`src/rtl/alu_32b_exec.sv`:
```
// alu_32b_exec: opcode decode, ALU control, 32-bit ALU and the registered EX stage.
// Control, ALU result and flags are combinational; the ex_* bundle is registered one cycle later.
module alu_32b_exec (
    input  logic        clk,
    input  logic        reset,
    input  logic [31:0] instr,
    input  logic [31:0] read_data1,
    input  logic [31:0] read_data2,
    output logic        RegDst,
    output logic        ALUSrc,
    output logic        MemtoReg,
    output logic        RegWrite,
    output logic        MemRead,
    output logic        MemWrite,
    output logic        Branch,
    output logic        Jump,
    output logic        SignZero,
    output logic [1:0]  ALUOp,
    output logic [3:0]  alu_control,
    output logic [31:0] alu_result,
    output logic        zero,
    output logic        overflow,
    output logic [31:0] ex_result,
    output logic [31:0] ex_store_data,
    output logic [4:0]  ex_write_reg,
    output logic        ex_zero,
    output logic        ex_overflow,
    output logic        ex_reg_write,
    output logic        ex_mem_to_reg,
    output logic        ex_mem_read,
    output logic        ex_mem_write
);
    logic [10:0] ctrl;
    logic [3:0]  funct_ctl;
    logic [31:0] imm_ext, op_b, sum, diff;
    logic        add_ovf, sub_ovf;
    logic [4:0]  write_reg;
    logic [74:0] ex_d, ex_q;
    logic        unused_rs;

    assign unused_rs = ^instr[25:21];

    always_comb begin
        case (instr[31:26])
            6'b000000: ctrl = 11'b10010000010;
            6'b100011: ctrl = 11'b01111000000;
            6'b101011: ctrl = 11'b01000100000;
            6'b000100: ctrl = 11'b00000010001;
            6'b001000: ctrl = 11'b01010000000;
            6'b001101: ctrl = 11'b01010000111;
            6'b000010: ctrl = 11'b00000001000;
            default:   ctrl = 11'b0;
        endcase
    end

    assign {RegDst, ALUSrc, MemtoReg, RegWrite, MemRead, MemWrite, Branch, Jump, SignZero, ALUOp} = ctrl;

    always_comb begin
        case (instr[5:0])
            6'b100010: funct_ctl = 4'b0110;
            6'b100100: funct_ctl = 4'b0000;
            6'b100101: funct_ctl = 4'b0001;
            6'b101010: funct_ctl = 4'b0111;
            6'b100111: funct_ctl = 4'b1100;
            default:   funct_ctl = 4'b0010;
        endcase
    end

    assign alu_control = ALUOp == 2'b00 ? 4'b0010 :
                         ALUOp == 2'b01 ? 4'b0110 :
                         ALUOp == 2'b11 ? 4'b0001 : funct_ctl;

    assign imm_ext = SignZero ? {16'b0, instr[15:0]} : {{16{instr[15]}}, instr[15:0]};
    assign op_b    = ALUSrc ? imm_ext : read_data2;
    assign sum     = read_data1 + op_b;
    assign diff    = read_data1 - op_b;
    assign add_ovf = (read_data1[31] == op_b[31]) && (sum[31] != read_data1[31]);
    assign sub_ovf = (read_data1[31] != op_b[31]) && (diff[31] != read_data1[31]);

    // slt uses a true signed compare so it stays correct when A-B overflows
    always_comb begin
        case (alu_control)
            4'b0010: alu_result = sum;
            4'b0110: alu_result = diff;
            4'b0000: alu_result = read_data1 & op_b;
            4'b0001: alu_result = read_data1 | op_b;
            4'b0111: alu_result = {31'b0, $signed(read_data1) < $signed(op_b)};
            4'b1100: alu_result = ~(read_data1 | op_b);
            default: alu_result = 32'b0;
        endcase
    end

    assign zero      = alu_result == 32'b0;
    assign overflow  = alu_control == 4'b0010 ? add_ovf : alu_control == 4'b0110 ? sub_ovf : 1'b0;
    assign write_reg = RegDst ? instr[15:11] : instr[20:16];

    assign ex_d = {alu_result, read_data2, write_reg, zero, overflow, RegWrite, MemtoReg, MemRead, MemWrite};

    always_ff @(posedge clk or posedge reset) begin
        if (reset) ex_q <= '0;
        else       ex_q <= ex_d;
    end

    assign {ex_result, ex_store_data, ex_write_reg, ex_zero, ex_overflow,
            ex_reg_write, ex_mem_to_reg, ex_mem_read, ex_mem_write} = ex_q;
endmodule

```
`config.mk`:
```
export PLATFORM = sky130hd
export DESIGN_NAME = alu_32b_exec
export DESIGN_NICKNAME = d
export VERILOG_FILES = /design/src/rtl/alu_32b_exec.sv
export SDC_FILE = /design/constraint.sdc
export NUM_CORES = 1
export LEC_CHECK = 0
export CAP_MARGIN = 10
export CORE_ASPECT_RATIO = 1.75
export CORE_MARGIN = 10
export CORE_UTILIZATION = 40
export CTS_BUF_LIST = sky130_fd_sc_hd__clkbuf_16
export DETAILED_ROUTE_END_ITERATION = 12
export PLACE_DENSITY = 0.69
export SLEW_MARGIN = 20
export SYNTH_ARGS = -nofsm -noshare
export SYNTH_HDL_FRONTEND = slang
export SYNTH_SLANG_ARGS = --single-unit
export TNS_END_PERCENT = 1
```
`constraint.sdc`:
```
create_clock -name clk -period 10 [get_ports clk]
set_input_delay 2 -clock clk [delete_from_list [all_inputs] [get_ports clk]]
set_output_delay 2 -clock clk [all_outputs]
set_load 0.005 [all_outputs]
```
# Word level (Yosys, flattened, before mapping)
# Index checks and enable logic that the tools add are counted.
dict set report classes {
  addsub 2
  n_mul 0
  div_mod_pow 0
  n_lt_le_gt_ge 1
  eq_ne 22
  shift 0
  mux 11
  bitwise_logic 3
  reduce_logical 6
}
# operator n
set ops {}
lappend ops {{32-bit one-hot mux with 6 select lines} 1}
lappend ops {{11-bit one-hot mux with 7 select lines} 1}
lappend ops {{32-bit 2-to-1 mux} 2}
lappend ops {{6-bit equality test, second input constant} 7}
lappend ops {{32-bit adder} 1}
lappend ops {{32-bit bitwise AND} 1}
lappend ops {{32-bit zero test} 1}
lappend ops {{32-bit less-than comparator} 1}
lappend ops {{32-bit NOT} 1}
lappend ops {{32-bit OR} 1}
lappend ops {{32-bit subtractor} 1}
lappend ops {{4-bit one-hot mux with 5 select lines} 1}
lappend ops {{6-bit by 4-bit equality test with 1-bit output, second input constant} 2}
lappend ops {{4-bit 2-to-1 mux} 3}
lappend ops {{4-bit by 3-bit equality test with 1-bit output, second input constant} 2}
lappend ops {{6-bit by 2-bit equality test with 1-bit output, second input constant} 1}
lappend ops {{6-bit by 3-bit equality test with 1-bit output, second input constant} 1}
lappend ops {{6-bit zero test} 1}
lappend ops {{5-bit 2-to-1 mux} 1}
lappend ops {{4-bit by 1-bit equality test with 1-bit output, second input constant} 1}
lappend ops {{4-bit by 2-bit equality test with 1-bit output, second input constant} 1}
lappend ops {{4-bit equality test, second input constant} 1}
lappend ops {{4-bit zero test} 1}
lappend ops {{1-bit != test} 3}
lappend ops {{6 further kinds} 8}
dict set report totals {
  ff_bits 75
  latchBits 0
  ramBits 0
  rom_bits 0
  inputBits 98
  out_inout_bits 124
  word_cells 46
  mem_count 0
}

# Logic depth before layout (Yosys ltp)
dict set report depth {
  depth_word 9
  ltp_mapped 22
  mapped_depth_nobuf 19
}

# Worst setup path after synthesis
# Ideal clock, no wire load.
dict set report synth_timing {
  path_kind {input to output}
  startpoint {input instr[28]}
  endpoint {output zero}
  t_arrival_ns 6.529
  t_required_ns 8.000
  slack_ns 1.471
  stages 20
  n_path_buf 2
  cell_sequence {buf_2 > xor2_1 > nor3_1 > a21oi_1 > nor2_1 > clkbuf_1 > mux2_2 > ha_1 > fa_1 > a211oi_1 > o211ai_1 > a211oi_1 > inv_1 > a21oi_1 > o221ai_1 > a21o_1 > or4_4 > nor4_2 > nand2_1 > nor4_2}
}
dict set report synth_via {
  elab_chain_cells 9
  elab_cells_between_ends 30
  cone_classes {2 x add/sub; 1 x order compare; 13 x eq/ne; 7 x mux; 3 x bitwise; 4 x reduce/logical}
}
# item line_no
set synth_rtl {}
lappend synth_rtl {{start, declared} 6} ;# input logic [31:0] instr,
lappend synth_rtl {{6-bit by 2-bit equality test with 1-bit output (tied with other cells)} 44} ;# case (instr[31:26])
lappend synth_rtl {{11-bit one-hot mux with 7 select lines *} 44}
lappend synth_rtl {{parallel branches: the longest is 5 deep, another holds 32-bit subtractor} n/a}
lappend synth_rtl {{32-bit one-hot mux with 6 select lines *} 82} ;# case (alu_control)
lappend synth_rtl {{net alu_result[20]} 20} ;# output logic [31:0] alu_result,
lappend synth_rtl {{32-bit zero test *} 93} ;# assign zero = alu_result == 32'b0;
lappend synth_rtl {{end, declared} 21} ;# output logic zero,
# Mark *: on every way through the listed nets, which the timed path passes.

# Worst setup path after layout
dict set report layout_timing {
  startpoint {input instr[26]}
  endpoint {output zero}
}
dict set report layout_via {
  elab_chain_cells 9
  elab_cells_between_ends 30
  cone_classes {2 x add/sub; 1 x order compare; 13 x eq/ne; 7 x mux; 3 x bitwise; 4 x reduce/logical}
}
# item line_no
set layout_rtl {}
lappend layout_rtl {{6-bit by 2-bit equality test with 1-bit output (tied with other cells)} 44}
lappend layout_rtl {{11-bit one-hot mux with 7 select lines *} 44}
lappend layout_rtl {{parallel branches: the longest is 5 deep, another holds 32-bit subtractor} n/a}
lappend layout_rtl {{32-bit one-hot mux with 6 select lines *} 82}
lappend layout_rtl {{32-bit zero test *} 93}
# Mark *: on every way between the ends.

==> key figures <==
Status
  – Outcome: finished, final reports clean

Cells and area
  – Util after Layout: 0.565
  – Final nets: 1381
  – Max reg flops: 74
  – Most frequent cells in the layout: clkdlybuf4s50_1 (216), inv_1 (105), ha_1 (98)
  – Layout cells sized above 1: 0.114
  – Top flop regs: ex_q (74)
  – Most common cell after layout, fill and taps aside: clkdlybuf4s50_1
  – Area growth syn-to-layout: 38.7%
  – Post-Layout Cell Count: 1429
  – Top reg by flops: ex_q

STA
  – Final setup fails: 0
  – Hold WS: 2.09 ns
  – Hold Fails Final Rpt: 0
  – Setup ws final: 0.362 ns
  – Actual slew at the worst max-slew pin: 0.999 ns
  – Final-report max-slew violation count: 0
  – Min Clock Period, post-route: 9.64 ns
  – Final period util: 0.964
  – Setup_tns: 0 ns
  – FMAX: 104 MHz
  – Slew HR: 0.334

CTS
  – CTS root buffer: clkbuf_16
  – Clock Sinks: 74
  – CTS clock-pin slew for the worst setup and hold paths: 0.07 ns
  – Clock Tree Buf Depth: 2
  – Max H-tree Level: 3
  – Setup bufs post-CTS: 0
  – CTS tree: yes
  – Num CTS Buffers: 9
  – # hold bufs at CTS: 0

Pwr
  – Power Density: 119 nW/µm²
  – Int Pwr: 813 µW
  – Switching Fraction: 0.371
  – Worst VDD drop: 0.0693 mV
  – Seq pwr share: 0.267
  – P_sw: 480 µW
  – Clock power share: 0.256
  – Leakage: 4.78 nW
  – Gate power share: 0.477

Yosys
  – Biggest area consumer among synthesized cells: dfrtp_1
  – Seq/Total Area, Yosys: 0.237
  – Post-synthesis area per instance: 8.22 µm²
  – Post-Syn Area: 7820 µm²
  – Synth Area in Compound Gates: 0.293
  – FF+latch count, synth: 74
  – Top post-synthesis cells by area: dfrtp_1 (24%), ha_1 (16%), inv_1 (5.1%), a21oi_1 (4.0%), nor2_1 (3.8%)
  – Asr flop ratio synth: 1.00
  – Top FF cell, synth: dfrtp_1
  – Synth Area in Adders: 0.164
  – Mux contribution to synthesized area: 0.0408
  – Largest family of logic cells by synthesized area: compound AO/OA/AOI/OAI gates
  – Post-synth EDFFs: 0
  – Simple-gate portion of the synthesized area: 0.160
  – Synth top area share: 0.237
  – Distinct cell type count of the synthesized netlist: 75
  – Syn Nets: 1150
  – Post-synthesis xor/xnor area fraction: 0.0168
  – YS warnings: 0
  – Post-Syn Instances: 951

GRT
  – Remaining global-route overflow: 0
  – Vias in the first global route: 8904
  – GRT Resource Usage Total: 0.240
  – First-pass GRT wire length: 48.6 mm
  – Largest net degree at the start of global routing: 75
  – Initial antenna violation count: 1

Floorplan
  – Io pins: 222
  – Initial Util: 0.407
  – Die H: 205 µm
  – Die Width: 126 µm
  – Total Die Area: 25800 µm²
  – Row cnt: 67
  – Core ar.: 19200 µm²

Critical path
  – CP startpoint kind: primary input
  – CP arrival: 7.64 ns
  – CP max-delay cell: a2111oi_0
  – Worst EP required: 8.00 ns
  – Setup crit end: zero
  – Worst setup startpoint: instr[26]
  – CP max FO: 16
  – Max incr delay on CP: 0.65 ns
  – Critical path class: in -> out
  – CP Cell Sequence: clkdlybuf4s50_1, xor2_1, nor3_1, a21oi_1, nor2_4, buf_12, mux2_2, inv_1, ha_2, o21ai_0, a2111oi_0, a211oi_2, inv_1, buf_4, a21oi_1, a221o_1, a21o_1, or4_4, nor4_2, buf_4, nand2_1, nor4_4, clkdlybuf4s50_1
  – CP endpoint kind: primary output

Placement
  – IO Port Bufs: 216
  – Placed Cells: 1412
  – Routability cong.: 0.994
  – Post-place setup slack: 0.342 ns
  – Post-DP HPWL: 25.4 mm

Routing
  – Routed wire length: 31.5 mm
  – Via count: 8393
  – Pre-antenna DRT Iters: 5
  – Antenna-violating nets left: 0
  – Post-DR vias/cell: 5.87
  – 1st-iter DRT viols: 586
  – WL/cell: 22.0 µm
  – Residual DRC count: 0

Flow run
  – Max-Cap Viols: 0

Hold path
  – Hold WC Path Type: in -> reg
## how the worst min path moves through the flow
stage                         startpoint       end  slack [ns]  cells after the start
after floorplan            read_data2[0]  ex_q[11]        2.03                      0
after global placement     read_data2[6]  ex_q[17]        2.47                      1
after detailed placement   read_data2[4]  ex_q[15]        2.48                      1
after CTS                 read_data2[14]  ex_q[25]        2.08                      1
after global routing      read_data2[13]  ex_q[24]        2.08                      1
final                     read_data2[14]  ex_q[25]        2.09                      1
## cell usage after synthesis (19+ instances only)
master    instances
a21oi_1          63
a21o_1           20
a221oi_1         34
o21ai_0          51
nand2_1          43
nor3_1           19
o21a_1           20
dfrtp_1          74
ha_1             99
nor4_1           20
mux2_2           23
nor2_1           80
clkbuf_1         29
inv_1           106
## final cells by class
cell class	count	area (µm²)
diodes	1	2.50
clock buffers	9	225
clock inverters	7	65.1
fillers	1811	8360
inverters	107	404
multi-input cells	714	5350
flip-flops and latches	74	1850
well taps	241	302
repair buffers	276	2640
## per-layer routing
layer	routed length [µm]	vias to the layer above	track usage
met5	0	-	0
met4	2530	0	0.194
met3	1460	111	0.0429
met2	17400	313	0.460
met1	10100	4026	0.211
li1	-	3943	-
## worst max-delay path: cells and delay by family
family	cells	cell delay, ns
AO/OA/AOI/OAI	7	1.93
AND/OR/NAND/NOR	6	1.12
buffers and inverters	7	1.72
multiplexers	1	0.25
adder cells (fa/ha/maj)	1	0.44
XOR/XNOR	1	0.17
## power by group through the flow
| stage | clock [mW] | sequential (mW) | combinational (mW) |
|---|---|---|---|
| floorplan | 0 | 0.356 | 0.292 |
| global placement | 0 | 0.350 | 0.605 |
| detailed placement | 0 | 0.351 | 0.609 |
| CTS | 0.338 | 0.345 | 0.613 |
| global route | 0.346 | 0.348 | 0.671 |
| finish | 0.332 | 0.345 | 0.617 |
## logic make-up after synthesis
kind of cell | Yosys count
AO/OA/AOI/OAI | 323
adder cells (fa/ha/maj) | 101
AND/OR/NAND/NOR | 246
flip-flops | 74
XOR/XNOR | 15
multiplexers | 29
buffers and inverters | 163
## what timing repair did
| action | in CTS | in global routing |
|---|---|---|
| gates resized for setup | 0 | 9 |
| endpoints found under the hold margin | 0 | 0 |
| endpoints found under the setup margin | 0 | 1 |
## through the flow
step	instance area, µm²	power, mW
final	10800	1.29
after global routing	10800	1.37
after CTS	10800	1.30
after detailed placement	10500	0.960
after global placement	10500	0.955
after floorplan	7820	0.648
Note: power is estimated with default switching activity, not from simulation.
